File: config.mk
export PLATFORM = sky130hd
export DESIGN_NAME = dot_product_system
export DESIGN_NICKNAME = d
export VERILOG_FILES = /design/src/rtl/dot_product_pkg.sv /design/src/rtl/dot_product_system_sync_ram.sv /design/src/rtl/dot_product_system.sv
export SDC_FILE = /design/constraint.sdc
export NUM_CORES = 1
export LEC_CHECK = 0
export CORE_ASPECT_RATIO = 0.5
export CORE_MARGIN = 2
export CORE_UTILIZATION = 62
export CTS_BUF_LIST = sky130_fd_sc_hd__clkbuf_16
export DETAILED_ROUTE_END_ITERATION = 7
export PLACE_DENSITY = 0.79
export SLEW_MARGIN = 25
export SYNTH_ARGS = -nofsm -noshare
export SYNTH_HDL_FRONTEND = slang
export SYNTH_HIERARCHICAL = 1
export SYNTH_SLANG_ARGS = --single-unit
File: constraint.sdc
create_clock -name clk -period 4.8 [get_ports clk]
set_clock_uncertainty 0.05 [all_clocks]
set_input_delay 1.2 -clock clk [delete_from_list [all_inputs] [get_ports clk]]
set_output_delay 1.2 -clock clk [all_outputs]
set_load 0.05 [all_outputs]
File: src/rtl/dot_product_pkg.sv
// Shared constants, reader state encoding and MEM3 depth helper for dot_product_system.
package dot_product_pkg;

  localparam int DATA_W      = 8;
  localparam int VEC_W       = 4;
  localparam int AB_DEPTH    = 32;
  localparam int AB_ADDR_W   = 5;
  localparam int RESULT_W    = 18;
  localparam int MEM3_ADDR_W = 4;
  localparam int MEM3_SZ     = 64;

  typedef enum logic [1:0] {IDLE, READ, DRAIN, DONE} rd_state_t;

  // Result store can never hold more slots than its read address can reach.
  function automatic int mem3_depth(input int size, input int aw);
    return (size < (1 << aw)) ? size : (1 << aw);
  endfunction

endpackage

File: src/rtl/dot_product_system_sync_ram.sv
// Simple dual-port RAM: one write port, one registered read port (old data on same-address collision).
module sync_ram #(
  parameter int DW    = 8,
  parameter int AW    = 5,
  parameter int DEPTH = 32
) (
  input  logic          clk,
  input  logic          rst,
  input  logic          we,
  input  logic [AW-1:0] waddr,
  input  logic [DW-1:0] wdata,
  input  logic          re,
  input  logic [AW-1:0] raddr,
  output logic [DW-1:0] rdata
);

  logic [DW-1:0] mem [DEPTH];

  always_ff @(posedge clk) begin
    if (we) mem[waddr] <= wdata;
  end

  // Only the read register is reset; array contents survive reset.
  always_ff @(posedge clk) begin
    if (rst)     rdata <= '0;
    else if (re) rdata <= mem[raddr];
  end

endmodule

File: src/rtl/dot_product_system.sv
// Dot-product engine: reader FSM + MAC over RAMs A/B, writer commits results to MEM3 ring.
// Optional macro DOT_SATURATE_EN: store all-ones when the result exceeds DATA_WIDTH bits.
module dot_product_system
  import dot_product_pkg::*;
#(
  parameter int DATA_WIDTH      = DATA_W,
  parameter int VECTOR_WIDTH    = VEC_W,
  parameter int DEPTH           = AB_DEPTH,
  parameter int ADDR_WIDTH      = AB_ADDR_W,
  parameter int RESULT_WIDTH    = RESULT_W,
  parameter int MEM3_ADDR_WIDTH = MEM3_ADDR_W,
  parameter int MEM3_SIZE       = MEM3_SZ
) (
  input  logic                       clk,
  input  logic                       rst,
  input  logic                       write_en,
  input  logic [ADDR_WIDTH-1:0]      write_addr,
  input  logic [DATA_WIDTH-1:0]      data_a,
  input  logic [DATA_WIDTH-1:0]      data_b,
  input  logic                       start_reading,
  output logic                       reading_done,
  input  logic                       read_en,
  input  logic [MEM3_ADDR_WIDTH-1:0] read_addr,
  output logic [DATA_WIDTH-1:0]      result_out,
  output logic                       writer_busy,
  output logic                       writer_done
);

  localparam int M3_DEPTH = mem3_depth(MEM3_SIZE, MEM3_ADDR_WIDTH);

  typedef struct packed {
    logic                    vld;
    logic [RESULT_WIDTH-1:0] data;
  } commit_t;

  rd_state_t                  state, state_nx;
  logic [ADDR_WIDTH-1:0]      idx;
  logic                       issue, data_vld;
  logic [DATA_WIDTH-1:0]      a_q, b_q, m3_q, m3_wdata;
  logic [RESULT_WIDTH-1:0]    acc;
  commit_t                    commit;
  logic [MEM3_ADDR_WIDTH-1:0] wptr;
  logic                       m3_we, rd_inrange, oob_q, start_ok;

  assign start_ok = start_reading && (state == IDLE) && !writer_busy;
  assign issue    = (state == READ);

  always_ff @(posedge clk) begin
    if (rst) state <= IDLE;
    else     state <= state_nx;
  end

  always_comb begin
    state_nx = state;
    unique case (state)
      IDLE:    if (start_ok) state_nx = READ;
      READ:    if (idx == ADDR_WIDTH'(VECTOR_WIDTH-1)) state_nx = DRAIN;
      DRAIN:   state_nx = DONE;
      DONE:    state_nx = IDLE;
      default: state_nx = IDLE;
    endcase
  end

  sync_ram #(.DW(DATA_WIDTH), .AW(ADDR_WIDTH), .DEPTH(DEPTH)) u_mem_a (
    .clk(clk), .rst(rst), .we(write_en), .waddr(write_addr), .wdata(data_a),
    .re(issue), .raddr(idx), .rdata(a_q)
  );

  sync_ram #(.DW(DATA_WIDTH), .AW(ADDR_WIDTH), .DEPTH(DEPTH)) u_mem_b (
    .clk(clk), .rst(rst), .we(write_en), .waddr(write_addr), .wdata(data_b),
    .re(issue), .raddr(idx), .rdata(b_q)
  );

  // data_vld trails issue by the RAM read latency; the last product lands during DRAIN.
  always_ff @(posedge clk) begin
    if (rst) begin
      idx          <= '0;
      data_vld     <= 1'b0;
      acc          <= '0;
      reading_done <= 1'b0;
      commit.vld   <= 1'b0;
    end else begin
      data_vld   <= issue;
      commit.vld <= (state == DONE);
      if (start_ok) begin
        idx          <= '0;
        acc          <= '0;
        reading_done <= 1'b0;
      end else begin
        if (issue)    idx <= idx + 1'b1;
        if (data_vld) acc <= acc + RESULT_WIDTH'(a_q) * RESULT_WIDTH'(b_q);
        if (state == DONE) begin
          reading_done <= 1'b1;
          commit.data  <= acc;
        end
      end
    end
  end

  always_ff @(posedge clk) begin
    if (rst) begin
      writer_busy <= 1'b0;
      writer_done <= 1'b0;
      wptr        <= '0;
    end else begin
      writer_busy <= commit.vld;
      if (start_ok) writer_done <= 1'b0;
      if (writer_busy) begin
        writer_done <= 1'b1;
        wptr <= (wptr == MEM3_ADDR_WIDTH'(M3_DEPTH-1)) ? '0 : wptr + 1'b1;
      end
    end
  end

`ifdef DOT_SATURATE_EN
  assign m3_wdata = (|commit.data[RESULT_WIDTH-1:DATA_WIDTH]) ? '1 : commit.data[DATA_WIDTH-1:0];
`else
  assign m3_wdata = commit.data[DATA_WIDTH-1:0];
`endif

  // A reset landing on the commit cycle must suppress the store.
  assign m3_we      = writer_busy && !rst;
  assign rd_inrange = ({1'b0, read_addr} < (MEM3_ADDR_WIDTH+1)'(M3_DEPTH));

  sync_ram #(.DW(DATA_WIDTH), .AW(MEM3_ADDR_WIDTH), .DEPTH(M3_DEPTH)) u_mem3 (
    .clk(clk), .rst(rst), .we(m3_we), .waddr(wptr), .wdata(m3_wdata),
    .re(read_en && rd_inrange), .raddr(read_addr), .rdata(m3_q)
  );

  always_ff @(posedge clk) begin
    if (rst)          oob_q <= 1'b0;
    else if (read_en) oob_q <= !rd_inrange;
  end

  assign result_out = oob_q ? '0 : m3_q;

endmodule

# == Word-level counts from Yosys, hierarchy flattened ==
# Memories as Yosys holds them, arrays and structs flattened. A register that Yosys moved wholly into a read port is not among the register bits.
# Index checks and enable logic that the tools add are counted.
# Widths: inputs -> output; s select.
# word_totals
inputBits,30
memories,3
regBits,42
output_inout_bits,11
mem_bits_rw,640
wordCells,46
# classes
mux,10
n_eq_ne,7
reduce_logical,10
mul,1
n_bitwise,2
addsub,3
# mem_list
name,depth,width,read_ports,rd_clocked_by_memory_dff,write_ports,line,text
u_mem_a.mem,32,8,1,1,1,dot_product_system_sync_ram.sv:17,logic [DW-1:0] mem [DEPTH];
u_mem_b.mem,32,8,1,1,1,dot_product_system_sync_ram.sv:17,
u_mem3.mem,16,8,1,1,1,dot_product_system_sync_ram.sv:17,
# ops
op,n
$add 18x16->18,1
$mul 8x8->16,1
$pmux 2 s4,1
$mux 1,6
$add 5x1->5 const B,1
$eq 5x2->1 const B,1
$add 4x1->4 const B,1
$eq 2x2->1 const B,2
$eq 4x4->1 const B,1
$mux 2,2
$mux 4,1
$logic_and 1x1->1,3
$reduce_and 3->1,1
$eq 2x1->1 const B,1
$logic_not 1->1,2
$logic_not 2->1,1
$ne 2x1->1 const B,1
$ne 2x2->1 const B,1
$not 1->1,2
$reduce_and 2->1,1
$reduce_bool 2->1,1
$reduce_or 2->1,1

# == Depth between registers and ports, before layout ==
# Gate-level depths: netlist (run 1).
# depth
word_depth,5
depth_mapped,17
depth_no_buf,17

# == By module ==
# Netlist (run 1), hierarchy kept.
# modules_own_cells
mod,cells_each,area_per_inst_um2,seq_area_each_um2,instances
sync_ram at u_mem_a ...,601,10382.5,7847.5,2
sync_ram at u_mem3,316,5343.9,4003.8,1
dot_product_system,240,2290.9,720.7,1

# == Least setup slack after synthesis (run 1) ==
# Ideal clock, no wire load.
# synth_timing
kind,reg-to-reg
start,"register u_mem_b.rdata[1], read port of u_mem_b.mem"
end,register acc[7]
stages_incl_launch_ff,14
setup_slack_ns,1.146
setup_time_ns,0.144
arrival_ns,3.460
required_ns,4.606
period_less_slack_ns,3.654
path_buffers,0
path_cell_list,dfxtp_1 -> nand2_1 -> fa_1 -> fa_1 -> inv_1 -> fa_1 -> inv_1 -> fa_1 -> inv_1 -> ha_1 -> a21oi_1 -> xnor2_2 -> xnor2_1 -> a211oi_2
# synth_via
elab_chain_cells,2
# synth_lines
item,line,text
start: declaration,dot_product_system_sync_ram.sv:14,output logic [DW-1:0] rdata
$mul 8x8->16,dot_product_system.sv:91,if (data_vld) acc <= acc + RESULT_WIDTH'(a_q) * RESULT_WIDTH'(b_q);
$add 18x16->18,dot_product_system.sv:91,
end signal: assignment,dot_product_system.sv:91,
end: declaration,dot_product_system.sv:40,logic [RESULT_WIDTH-1:0] acc;
# Every way passes these cells.
# A chain may end at the register's enable or synchronous reset.

# == Worst setup path in the final report (run 1) ==
# Ends and elaborated chain as after synthesis.

==> results of run 1 <==
-- kinds of logic (layout without fill, tap and decap cells) --
logic type	count (synthesis)	after routing	share of synthesized area
AO/OA/AOI/OAI	253	253	0.0604
XOR/XNOR	23	23	0.00736
adder cells (fa/ha/maj)	42	42	0.0233
buffers and inverters	130	216	0.0257
flip-flops	696	696	0.719
multiplexers	329	329	0.116
AND/OR/NAND/NOR	285	285	0.0483
-- cell type report --
| class | instances | area (sq um) | area share |
|---|---|---|---|
| timing repair buffer | 70 | 657 | 0.0212 |
| clock buffer | 57 | 1430 | 0.0460 |
| sequential | 696 | 20400 | 0.658 |
| inverter | 38 | 143 | 0.00460 |
| tap | 598 | 748 | 0.0241 |
| multi-input combinational | 932 | 7280 | 0.235 |
| clock inverter | 51 | 354 | 0.0114 |
-- worst max-delay path, delay by kind of cell, from the launching register on --
family / cells / cell delay [ns]
fa+ha+maj: 5 / 2.32
simple gates: 1 / 0.12
buf+inv: 3 / 0.14
flops: 1 / 0.48
xor+xnor: 2 / 0.25
compound gates: 2 / 0.43
-- worst min-delay path by stage --
| stage | from | to | slack (ns) | cells after the start |
|---|---|---|---|---|
| after floorplan | commit[18] | writer_busy | 0.36 | 1 |
| after global placement | commit[18] | writer_busy | 0.37 | 1 |
| after detailed placement | commit[18] | writer_busy | 0.37 | 1 |
| after CTS | commit[18] | writer_busy | 0.38 | 1 |
| after global routing | reading_done | reading_done | 0.41 | 1 |
| final | commit[18] | writer_busy | 0.38 | 1 |
-- layout by cell type, fill, tap and decap left out, types with 13 or more instances in the layout --
| master | Yosys | final |
|---|---|---|
| edfxtp_1 | 648 | 648 |
| mux2i_1 | 328 | 328 |
| a22oi_1 | 152 | 152 |
| nor2_1 | 122 | 120 |
| a21oi_1 | 77 | 77 |
| clkbuf_16 | 0 | 57 |
| inv_1 | 38 | 55 |
| nand2_1 | 51 | 51 |
| dfxtp_1 | 48 | 47 |
| clkdlybuf4s50_1 | 0 | 35 |
| nand3_1 | 30 | 30 |
| buf_4 | 16 | 26 |
| ha_1 | 24 | 24 |
| a211oi_1 | 18 | 18 |
| fa_1 | 18 | 18 |
| xnor2_1 | 16 | 16 |
| clkinv_1 | 0 | 16 |
| or4_1 | 16 | 16 |
| and2_1 | 14 | 14 |
| nand3b_1 | 13 | 13 |
-- per-layer routing --
layer,GRT usage,routed length [um],part of all wire
met2,0.403,27900,0.48
met5,0,0,0
met4,0.0565,1180,0.020
met3,0.0369,4890,0.084
met1,0.349,24000,0.41
-- flip-flops by register name, summed over array words and instances, names as in the netlist, 2 cells and up --
signal and count:
u_mem_a/mem 256, u_mem_b/mem 256, commit 9, idx 5
u_mem3/rdata 8, state 2, u_mem_b/rdata 8, u_mem_a/rdata 8
acc 8, wptr 4, u_mem3/mem 128
-- where the power goes --
group	switching, mW	total (mW)	internal [mW]
Clock	2.08	4.46	2.38
Combinational	1.18	2.09	0.914
Sequential	0.202	6.96	6.76
Total	3.46	13.5	10.1
-- stage by stage --
stage / total power [mW] / area, sq um / util / cells
6_report: 13.5 / 31000 / 0.686 / 2442
3_3_place_gp: 9.11 / 29300 / 0.647 / 2334
3_5_place_dp: 9.16 / 29200 / 0.647 / 2334
2_1_floorplan: 8.72 / 28400 / - / 1758
5_1_grt: 14.0 / 31000 / 0.686 / 2442
4_1_cts: 13.6 / 31000 / 0.686 / 2442
==> metrics.md, run 1 <==
| Metric | Value |
|---|---|
| # nets final | 1867 |
| Setup crit end kind | flip-flop |
| Top-count cell post-synth | edfxtp_1 |
| Area Overhead vs Synth | 9.27% |
| Max_cap viols | 0 |
| R2R cell count | 13 |
| DRC viols | 0 |
| Startpoint Class | flip-flop |
| Initial antenna violation count | 0 |
| Worst hold path type | flip-flop to flip-flop |
| Clock transition at path regs | 0.07 ns |
| Max FO, Critical Path | 8 |
| CP endpoint | acc[7] |
| Crit-path cells | nand2_1 -> fa_1 -> fa_1 -> inv_1 -> fa_1 -> inv_1 -> fa_1 -> inv_1 -> ha_1 -> a21oi_1 -> xnor2_2 -> xnor2_1 -> a211oi_2 |
| Required time worst endpoint | 5.27 ns |
| Post-synthesis async set-or-reset flop share | 0 |
| Top cell type by total area after synthesis | edfxtp_1 |
| Drt pass-1 iters | 6 |
| # setup viols final | 0 |
| Hold Buf Count CTS | 0 |
| Number of global-route vias before repair | 14700 |
| Die Ht | 155 um |
| Global route overflow | 0 |
| Max Slew Vio Count | 0 |
| Cell Pwr Density | 435 nW/um^2 |
| First-pass GRT wire length | 87600 um |
| #FFs+latches synth | 696 |
| Hold Worst Slack | 0.383 ns |
| Minimum clock period | 3.86 ns |
| Total CTS buffers | 57 |
| PnR worst setup slack | 0.937 ns |
| Most used flip-flop cell after synthesis | edfxtp_1 |
| Drt initial violations | 1931 |
| Leakage | 9.95 nW |
| Layout cells sized above 1 | 0.0727 |
| Post-Route WL | 58000 um |
| All-Layer GR Usage | 0.244 |
| Site row count | 55 |
| Crit path max-delay cell type | fa_1 |
| Worst skew pair latency | 0.61 ns |
| CP Class | flip-flop to flip-flop |
| Measured slew at the worst slew-check pin | 0.956 ns |
| Cells after Synth | 1758 |
| Worst EP arrival | 4.33 ns |
| Syn Std Cell Area | 28400 sq um |
| Via count | 15300 |
| Setup Total Neg Slack | 0 ns |
| Max incr delay on CP | 0.53 ns |
| Post-CTS Setup Inserts | 0 |
| Slew Limit Headroom | 0.360 |
| Post-synth EDFFs | 648 |
| Largest net degree at the start of global routing | 69 |
| Inserted Diodes | 0 |
| Clk root buf | clkbuf_16 |
| # fillers | 2897 |
| CTS H-Tree Depth | 2 |
| Die area | 47600 sq um |
| CTS tree | built |
| Critical R2R Capture | acc[7] |
| Worst IR drop on VDD | 0.311 mV |
| # IOs | 41 |
| Synth cell types | 39 |
| Reg2Reg Setup Slack | 0.94 ns |
| Synth area leaders | edfxtp_1, mux2i_1, a22oi_1 |
| Routed WL per cell | 23.7 um |
| Worst r2r src | u_mem_b/rdata[1] |
| Final hold vios | 0 |
| Vias per cell | 6.25 |
| Starting Density | 0.628 |
| Yosys top cell area share | 0.685 |
| RePlAce Congestion | 0.865 |
| Tcrit/Tclk final | 0.805 |
| Post_cts resized | 0 |
| Status | finished, final reports clean |
| Antenna Nets Post-Route | 0 |
| Synth cell count leaders | edfxtp_1, mux2i_1, a22oi_1, nor2_1, a21oi_1 |
| Max Clk Rate | 259 MHz |
| Sequential area share after synthesis | 0.719 |
| Crit path from | u_mem_b/rdata[1] |
| Critical path's most frequent cell | fa_1 |
| Die width | 307 um |
| DPL Wire Length | 35700 um |
| Mean area per synthesized cell | 16.2 sq um |
| Core box area | 45200 sq um |
| Buffers on Ports | 40 |
| Place WS | 0.946 ns |
| CTS sink cnt | 696 |
| Synthesis Warnings | 6 |
| RSZ-0062 raised after global routing | no |
| Post-synth net total | 1830 |
| Clock buffer depth | 3 |
Note: power is estimated with default switching activity, not from simulation.
==> run 2, diff against run 1 <==
- CORE_UTILIZATION: 62 -> 56
- PLACE_DENSITY: 0.79 -> 0.75
- clock period: 4.8 -> 3.1 ns (I/O delays scaled with it)
==> run 2 against run 1 <==
Net effect: the run now ends with negative setup slack left; fmax increased by 9.4%; critical path depth increased by 1; non-clock buffer count grew 141; clock power increased by 49%; via count up 1.3%; critical endpoint unchanged; highest routed layer unchanged.
==> metrics.md, run 2 (synthesized netlist as in run 1, its figures left out) <==
| Metric | Value |
|---|---|
| Status | finished with violations |
| Failing checks | negative setup slack |
| Commonest non-fill, non-tap cell in the layout | edfxtp_1 |
| Buffers on Ports | 40 (unchanged) |
| Number of global-route vias before repair | 15300 (+3.6%) |
| All-Layer GR Usage | 0.221 (-0.0228) |
| Minimum clock period | 3.53 ns (-0.331 ns) |
| Die width | 322 um (+5.2%) |
| Global route overflow | 0 (unchanged) |
| Biggest regs | u_mem_a/mem x256, u_mem_b/mem x256, u_mem3/mem x128 |
| Starting Density | 0.566 (-0.0618) |
| Commonest cells after routing, fill and taps aside | edfxtp_1, mux2i_1, buf_4 |
| Total CTS buffers | 57 (unchanged) |
| Crit path max-delay cell type | fa_2 |
| Slew Limit Headroom | 0.371 (+0.0113) |
| CTS tree | built |
| Max incr delay on CP | 0.52 ns (about the same) |
| Vias per cell | 5.78 (-7.5%) |
| Die area | 52600 sq um (+11%) |
| Critical R2R Capture | acc[7] |
| Crit path from | u_mem_b/rdata[0] |
| Clock transition at path regs | 0.07 ns (about the same) |
| Worst skew pair latency | 0.61 ns (about the same) |
| CTS H-Tree Depth | 2 (unchanged) |
| Core box area | 50100 sq um (+11%) |
| Clock buffer depth | 3 (unchanged) |
| Routed WL per cell | 21.5 um (-9.4%) |
| Die Ht | 163 um (+5.1%) |
| Clk root buf | clkbuf_16 |
| CTS sink cnt | 696 (unchanged) |
| Drt initial violations | 1641 (-15%) |
| RePlAce Congestion | 0.883 (+2.0%) |
| PnR worst setup slack | -0.433 ns (-1.37 ns) |
| # setup viols final | 4 (+4) |
| DPL Wire Length | 36000 um (+0.71%) |
| Max Slew Vio Count | 0 (unchanged) |
| Largest net degree at the start of global routing | 61 (-12%) |
| Leakage | 10.7 nW (+7.5%) |
| Max_cap viols | 0 (unchanged) |
| Initial antenna violation count | 0 (unchanged) |
| CP Class | flip-flop to flip-flop |
| Final hold vios | 0 (unchanged) |
| CP endpoint | acc[7] |
| Worst EP arrival | 3.95 ns (-0.38 ns) |
| Required time worst endpoint | 3.52 ns (-1.75 ns) |
| Via count | 15400 (+1.3%) |
| Bufs and invs on worst path | 4 (+1) |
| Worst IR drop on VDD | 0.517 mV (+66%) |
| # IOs | 41 (unchanged) |
| Cell Pwr Density | 650 nW/um^2 (+49%) |
| Setup crit end kind | flip-flop |
| Inserted Diodes | 0 (unchanged) |
| R2R cell count | 14 (+1) |
| Overall power | 21.0 mW (+55%) |
| # nets final | 2008 (+7.6%) |
| Layout cells sized above 1 | 0.149 (+0.0766) |
| Drt pass-1 iters | 5 (-1) |
| Measured slew at the worst slew-check pin | 0.943 ns (-0.0126 ns) |
| Crit path depth | 14 (+1) |
| Hold Buf Count CTS | 0 (unchanged) |
| Worst r2r src | u_mem_b/rdata[0] |
| Max FO, Critical Path | 7 (-1) |
| Area Overhead vs Synth | 13.7% |
| Worst hold path type | flip-flop to flip-flop |
| First-pass GRT wire length | 88200 um (+0.74%) |
| DRC viols | 0 (unchanged) |
| Tcrit/Tclk final | 1.14 (+0.335) |
| Max Clk Rate | 283 MHz (+9.4%) |
| Antenna Nets Post-Route | 0 (unchanged) |
| Post-Route WL | 57500 um (-0.79%) |
| Critical path's most frequent cell | fa_1 |
| Largest delay share family, worst path | adder cells |
| Setup Total Neg Slack | -1.10 ns (-1.10 ns) |
| Reg2Reg Setup Slack | -0.43 ns (-1.37 ns) |
| Crit-path cells | buf_4 -> nand2_2 -> fa_1 -> fa_1 -> inv_1 -> fa_1 -> inv_2 -> fa_2 -> inv_2 -> ha_4 -> a21oi_4 -> xnor2_2 -> xnor2_1 -> a211oi_2 |
| RSZ-0062 raised after global routing | yes |
| Site row count | 58 (+5.5%) |
| Startpoint Class | flip-flop |
## run 2: changes by cell type in the layout (fill, tap and decap cells not counted), sizes merged
cell           change
buf              +137
clkdlybuf4s50      +4
clkinvlp           +1
bufinv             -3
clkinv             -4
inv                +3
clkbuf             +1
## run 2: area by class of cell
class | count | area [sq um]
Tap cell | 690 | 863
Timing Repair Buffer | 211 | 1770
Clock inverter | 48 | 267
Sequential cell | 696 | 20400
Inverter | 38 | 143
Multi-Input combinational cell | 932 | 7350
Clock buffer | 58 | 1450
Fill cell | 3455 | 17900
## run 2: power by group
| group | switching (mW) | internal (mW) | total (mW) |
|---|---|---|---|
| logic | 1.96 | 1.64 | 3.61 |
| clock network | 3.18 | 3.49 | 6.66 |
| registers | 0.213 | 10.5 | 10.7 |
| total | 5.35 | 15.6 | 21.0 |
## run 2: metal layers
layer / share of wire / vias up / global-route usage
met2: 0.48 / 574 / 0.358
met5: 0 / - / 0
met3: 0.076 / 80 / 0.0404
met4: 0.020 / 0 / 0.0542
li1: - / 7127 / -
met1: 0.43 / 7666 / 0.314
## run 2: through the flow
step	cell area [sq um]	worst slack [ns]	hold slack [ns]	std cells	util
floorplan	28500	-0.287	0.364	1758	-
global placement	30500	-0.405	0.384	2564	0.609
detailed placement	30500	-0.432	0.393	2564	0.609
CTS	32300	-0.431	0.410	2671	0.643
global route	32300	-0.587	0.418	2673	0.644
finish	32300	-0.433	0.405	2673	0.644
## run 2: worst min-delay path by stage
stage / start / endpoint / slack [ns] / depth (start not counted)
floorplan: commit[18] / writer_busy / 0.36 / 1
global placement: commit[18] / writer_busy / 0.38 / 1
detailed placement: commit[18] / writer_busy / 0.39 / 1
CTS: commit[18] / writer_busy / 0.41 / 1
global route: commit[18] / writer_busy / 0.42 / 1
finish: u_mem3/rdata[1] / u_mem3/rdata[1] / 0.40 / 2
## run 2: worst min-delay path, stage by stage, from the launching register on
cell and delay [ns]:
dfxtp_1 0.32, nand2_1 0.05, nand3_1 0.05
## run 2: repair_timing
item,4_1_cts,5_1_grt
resized for setup,3,6
endpoints found under the setup margin,4,4
pin swaps,3,18
hold endpoints to repair,0,0
setup buffers,1,2
gates cloned,0,0
==> run 3, diff against run 2 <==
- ABC_AREA: unset -> 0
==> results of run 3 <==
Same layout as run 2: the final DEF is identical, and so are final timing and power.
==> variant 1, RTL diff (flow settings as in run 2) <==
The option `DOT_SATURATE_EN` is turned on by a define.
--- a/src/rtl/dot_product_system.sv
+++ b/src/rtl/dot_product_system.sv
@@ -1,5 +1,7 @@
 // Dot-product engine: reader FSM + MAC over RAMs A/B, writer commits results to MEM3 ring.
 // Optional macro DOT_SATURATE_EN: store all-ones when the result exceeds DATA_WIDTH bits.
+`define DOT_SATURATE_EN
+
 module dot_product_system
   import dot_product_pkg::*;
 #(
Behaviour: same outputs for any inputs over 10 cycles, from zero or initial values and one cycle with rst high; that may be too few to reach the edited logic, so the function may still have changed.
==> variant 1 against run 2 <==
  * The run still ends with setup timing left
  * Cell area up 9.4%
  * Sequential cell count up 20
  * Via count up 13%
  * Total power up 9.8%
  * Final cell count up 12%
  * Worst setup slack worse by 0.58 ns
  * Wire length up 11%
  * Synthesized area up 8.3%
  * Critical path type unchanged
  * Highest routed layer unchanged
==> variant 1: results (changes against run 2) <==
- The run finished, with violations left.
- The checks that failed: setup timing.
- The detailed route wirelength on metal3 is 5410 µm (+24%).
- The total half-perimeter wirelength after legalization and detailed placement is 40,600 µm (+13%).
- The synthesized net count is 2,139 (+17%).
- The maximum buffer depth of the clock tree is 3 (unchanged).
- The max-slew headroom at the worst pin is 36.4% (-0.71 points).
- The share of layout cells above drive strength 1 is 18.1% (+3.2 points).
- The DRC violation total after the first TritonRoute iteration was 1,738 (+5.9%).
- The sequential area share after synthesis is 68.0% (-3.9 points).
- The worst IR drop on VDD is 0.361 mV (-30%).
- The total of endpoints with negative setup slack in the final report is 14 (+10).
- The worst setup slack after layout came to -1.01 ns (-0.580 ns).
- The met2 routed wirelength came to 29,100 µm (+6.4%).
- The number of flops mapped to enable cells by yosys is 658 (+1.5%).
- The longest individual stage delay on the worst path is 0.57 ns (+0.05 ns).
- The number of antenna violations at the first check in global routing is 0 (unchanged).
- The length of the first detailed-routing pass in iterations is 6 (+1).
- The tightest min-delay check is of the reg -> reg type.
- The count of instances resized after the clock tree is built is 19 (+16).
- The number of unique standard cell types used by synthesis came to 60 (+54%).
- The clock transition at the register clock pins on the worst setup and hold paths after CTS is 0.07 ns (about the same).
- The largest registers in the layout are u_mem_a/mem (256), u_mem_b/mem (256), u_mem3/mem (128).
- The last weighted congestion value of the routability-driven placer is 0.836 (-5.3%).
- The buffers inserted during post-CTS setup optimization came to 4 (+3).
- The maximum number of pins on one net before global-route repair is 65 (+6.6%).
- The net count reported at finish is 2,349 (+17%).
- The wire length the detailed router placed on met1 came to 28,000 µm (+14%).
- The leakage power total came to 0.0120 µW (+12%).
- The routed wirelength normalized by instance count is 21.3 µm (-0.97%).
- The slowest cell on the critical path is fa_2.
- The total via count after detailed routing is 17,400 (+13%).
- The gate count of the mapped netlist was 2,012 (+14%).
- The clock insertion delay at the later pin of the skew report is 0.61 ns (about the same).
- The count of filler cells inserted in the layout is 3,738 (+8.2%).
- The number of diodes added for antenna fixing is 0 (unchanged).
- The detail-routed via count per cell is 5.84 (+1.1%).
- The global-route wire length before repair is 97,900 µm (+11%).
- Ranked by instance count, the synthesized netlist is headed by edfxtp_1 (658), mux2i_1 (330), a22oi_1 (152).
- The count of yosys warnings during synthesis came to 6 (unchanged).
- The share of async-settable or async-resettable flops after synthesis came to 0% (unchanged).
- The cell chosen for the clock root is clkbuf_16.
- The number of H-tree branching levels was 2 (unchanged).
- The worst path arrival time is 4.58 ns (+0.63 ns).
- The area share of the largest cell type after synthesis was 64.2% (-4.3 points).
- The total track usage came to 22.4% (+0.32 points).
- The CTS buffer count came to 58 (+1.8%).
- Yosys attributes the largest share of cell area to edfxtp_1 (64%), mux2i_1 (11%), dfxtp_1 (3.8%), a22oi_1 (3.7%), fa_1 (3.3%).
- The number of port buffers is 40 (unchanged).
- The number of placed cells counting well taps is 2,869 (+12%).
- The critical-path maximum fanout was 8 (+1).
## variant 1: layout make-up
class / count / area share (%)
Multi-Input combinational cell: 1101 / 26.0
Inverter: 102 / 1.08
Clock inverter: 47 / 0.758
Tap cell: 713 / 2.53
Timing Repair Buffer: 243 / 5.89
Clock buffer: 62 / 4.39
Sequential cell: 716 / 59.4
## variant 1: report_power, final
group | switching (µW) | leakage (µW) | internal, µW | total [µW]
clock | 3320 | 0.000962 | 3780 | 7100
sequential | 272 | 0.00630 | 10800 | 11100
combinational | 2640 | 0.00475 | 2230 | 4860
## variant 1: final timing paths
kind,from,endpoint,slack (ns),depth (start not counted)
min reg2reg,acc[5],commit[5],0.38,0
max,u_mem_a/rdata[5],acc[17],-1.01,14
max reg2reg,u_mem_a/rdata[5],acc[17],-1.01,14
min,acc[5],commit[5],0.38,0
## variant 1: metrics by stage
stage               setup TNS, ns  utilization (%)  total power, µW  area, µm²
detailed placement         -10.38             61.7            15900      33300
global placement            -9.98             61.7            15800      33300
global route               -11.90             65.4            23900      35300
finish                     -10.05             65.4            23000      35300
CTS                        -10.09             65.2            23000      35200
floorplan                   -7.19                -            14600      31000
## variant 1: routing by layer
metal,vias up,track usage (%)
li1,8037,-
met5,-,0
met2,667,34.9
met1,8639,33.5
met3,84,4.00
met4,0,4.58
## variant 1: critical path, delay by kind of cell, from the launching register on
kind	cells	cell delay, ns
adder cells (fa/ha/maj)	5	2.28
buffers and inverters	2	0.09
AO/OA/AOI/OAI	4	0.74
flip-flops	1	0.38
AND/OR/NAND/NOR	3	0.48
## variant 1: cells by family after synthesis
kind of cell,Yosys count,share of synthesized area [%]
flops,716,68.0
simple gates,368,5.97
mux,331,10.8
compound gates,293,6.53
buf+inv,195,3.19
fa+ha+maj,97,5.17
xor+xnor,12,0.342
==> variant 2, RTL diff (config.mk and constraints of run 2) <==
Without the edit above. Put a register stage on the output `result_out`, cleared by the reset. The value now appears one clock later. The other outputs are not delayed to match.
--- a/src/rtl/dot_product_system.sv
+++ b/src/rtl/dot_product_system.sv
@@ -132,7 +132,13 @@
     else if (read_en) oob_q <= !rd_inrange;
   end
 
-  assign result_out = oob_q ? '0 : m3_q;
+  always_ff @(posedge clk) begin
+    if (rst) begin
+      result_out <= '0;
+    end else begin
+      result_out <= oob_q ? '0 : m3_q;
+    end
+  end
 
 endmodule
 
Check against the original RTL: no difference found for any inputs over 10 cycles, from zero or initial values and one cycle with rst high; that may be too few to reach the edited logic, so the function may still have changed.
==> variant 2 against run 2 <==
  * Wire length grew 5.3%
  * Total power grew 5.0%
  * Sequential cell count grew 8
  * Via count grew 2.3%
  * Worst setup slack gained 0.028 ns
  * Hold slack lost 0.0050 ns
  * The flow still finishes with violations (setup timing)
  * Cell area grew 1.7%
  * Synthesized area grew 0.71%
  * Non-clock buffer count grew 4
  * Critical endpoint unchanged
  * Sequential share of layout area shrank 0.56 points
==> variant 2: results (changes against run 2) <==
- The number of global-route vias before repair is 15,900 (+4.2%).
- The critical path starts at u_mem_a/rdata[3].
- The leakage power total was 0.0109 µW (+1.7%).
- The worst slack on hold paths came to 0.399 ns (-0.00504 ns).
- The setup slack at placement was -0.442 ns (-0.0104 ns).
- The fraction of the mapped netlist area in adder cells was 2.31% (-0.016 points).
- The worst setup slack after layout is -0.405 ns (+0.0282 ns).
- The final setup TNS came to -1.06 ns (+0.0354 ns).
- The critical-path maximum fanout is 4 (-3).
- The last weighted congestion value of the routability-driven placer is 0.880 (-0.27%).
- The final reports fail on setup timing.
- The longest individual stage delay on the worst path is 0.58 ns (+0.06 ns).
- The total of endpoints with negative setup slack in the final report is 3 (-1).
- The met3 usage in global routing came to 4.00% (-0.047 points).
- The commonest cells after synthesis are edfxtp_1 (648), mux2i_1 (329), a22oi_1 (153).
- The switching power as a share of total power is 25.0% (-0.51 points).
- The worst hold path begins at commit[18].
- The number of stages on the worst hold path is 1 (-1).
- The mux cell area share after synthesis is 11.5% (-0.086 points).
- The total half-perimeter wirelength after legalization and detailed placement is 37,200 µm (+3.3%).
- The number of antenna violations at the first check in global routing is 3 (+3).
- By area the synthesized netlist is led by edfxtp_1 (68%), mux2i_1 (12%), a22oi_1 (4.0%), dfxtp_1 (3.9%), nor2_1 (1.6%).
- The worst IR drop on VDD is 0.464 mV (-10%).
- The total track usage is 23.3% (+1.2 points).
- The endpoint with the worst hold slack is writer_busy.
- The post-placement cell area came to 30,700 µm² (+0.75%).
- The run finished, with violations left.
- The DRC violation total after the first TritonRoute iteration is 1,824 (+11%).
- The share of layout cells above drive strength 1 is 15.7% (+0.80 points).
- The global-route wire length before repair is 92,900 µm (+5.3%).
[variant 2: worst reg2reg max path: stages, from the launching register on]
cell      delay, ns
dfxtp_4        0.37
buf_6          0.11
nand2_2        0.05
fa_2           0.36
fa_1           0.58
inv_2          0.05
fa_1           0.48
inv_1          0.05
fa_1           0.49
inv_2          0.05
ha_4           0.28
a21oi_4        0.06
xnor2_2        0.13
xnor2_1        0.19
a211oi_2       0.08
[variant 2: final cells by class]
| cell class | instances | area (µm²) |
|---|---|---|
| antenna | 3 | 7.51 |
| sequential | 704 | 20600 |
| timing repair buffer | 215 | 1840 |
| inverter | 38 | 143 |
| multi-input combinational | 939 | 7440 |
| clock buffer | 59 | 1480 |
| clock inverter | 48 | 455 |
| tap | 690 | 863 |
| fill | 3463 | 17500 |
[variant 2: timing repair]
item | in CTS | in global routing
hold buffers | 0 | 0
resized for setup | 12 | 7
setup endpoints to repair | 4 | 4
setup buffers | 5 | 1
pin swaps | 11 | 4
gates cloned | 0 | 0
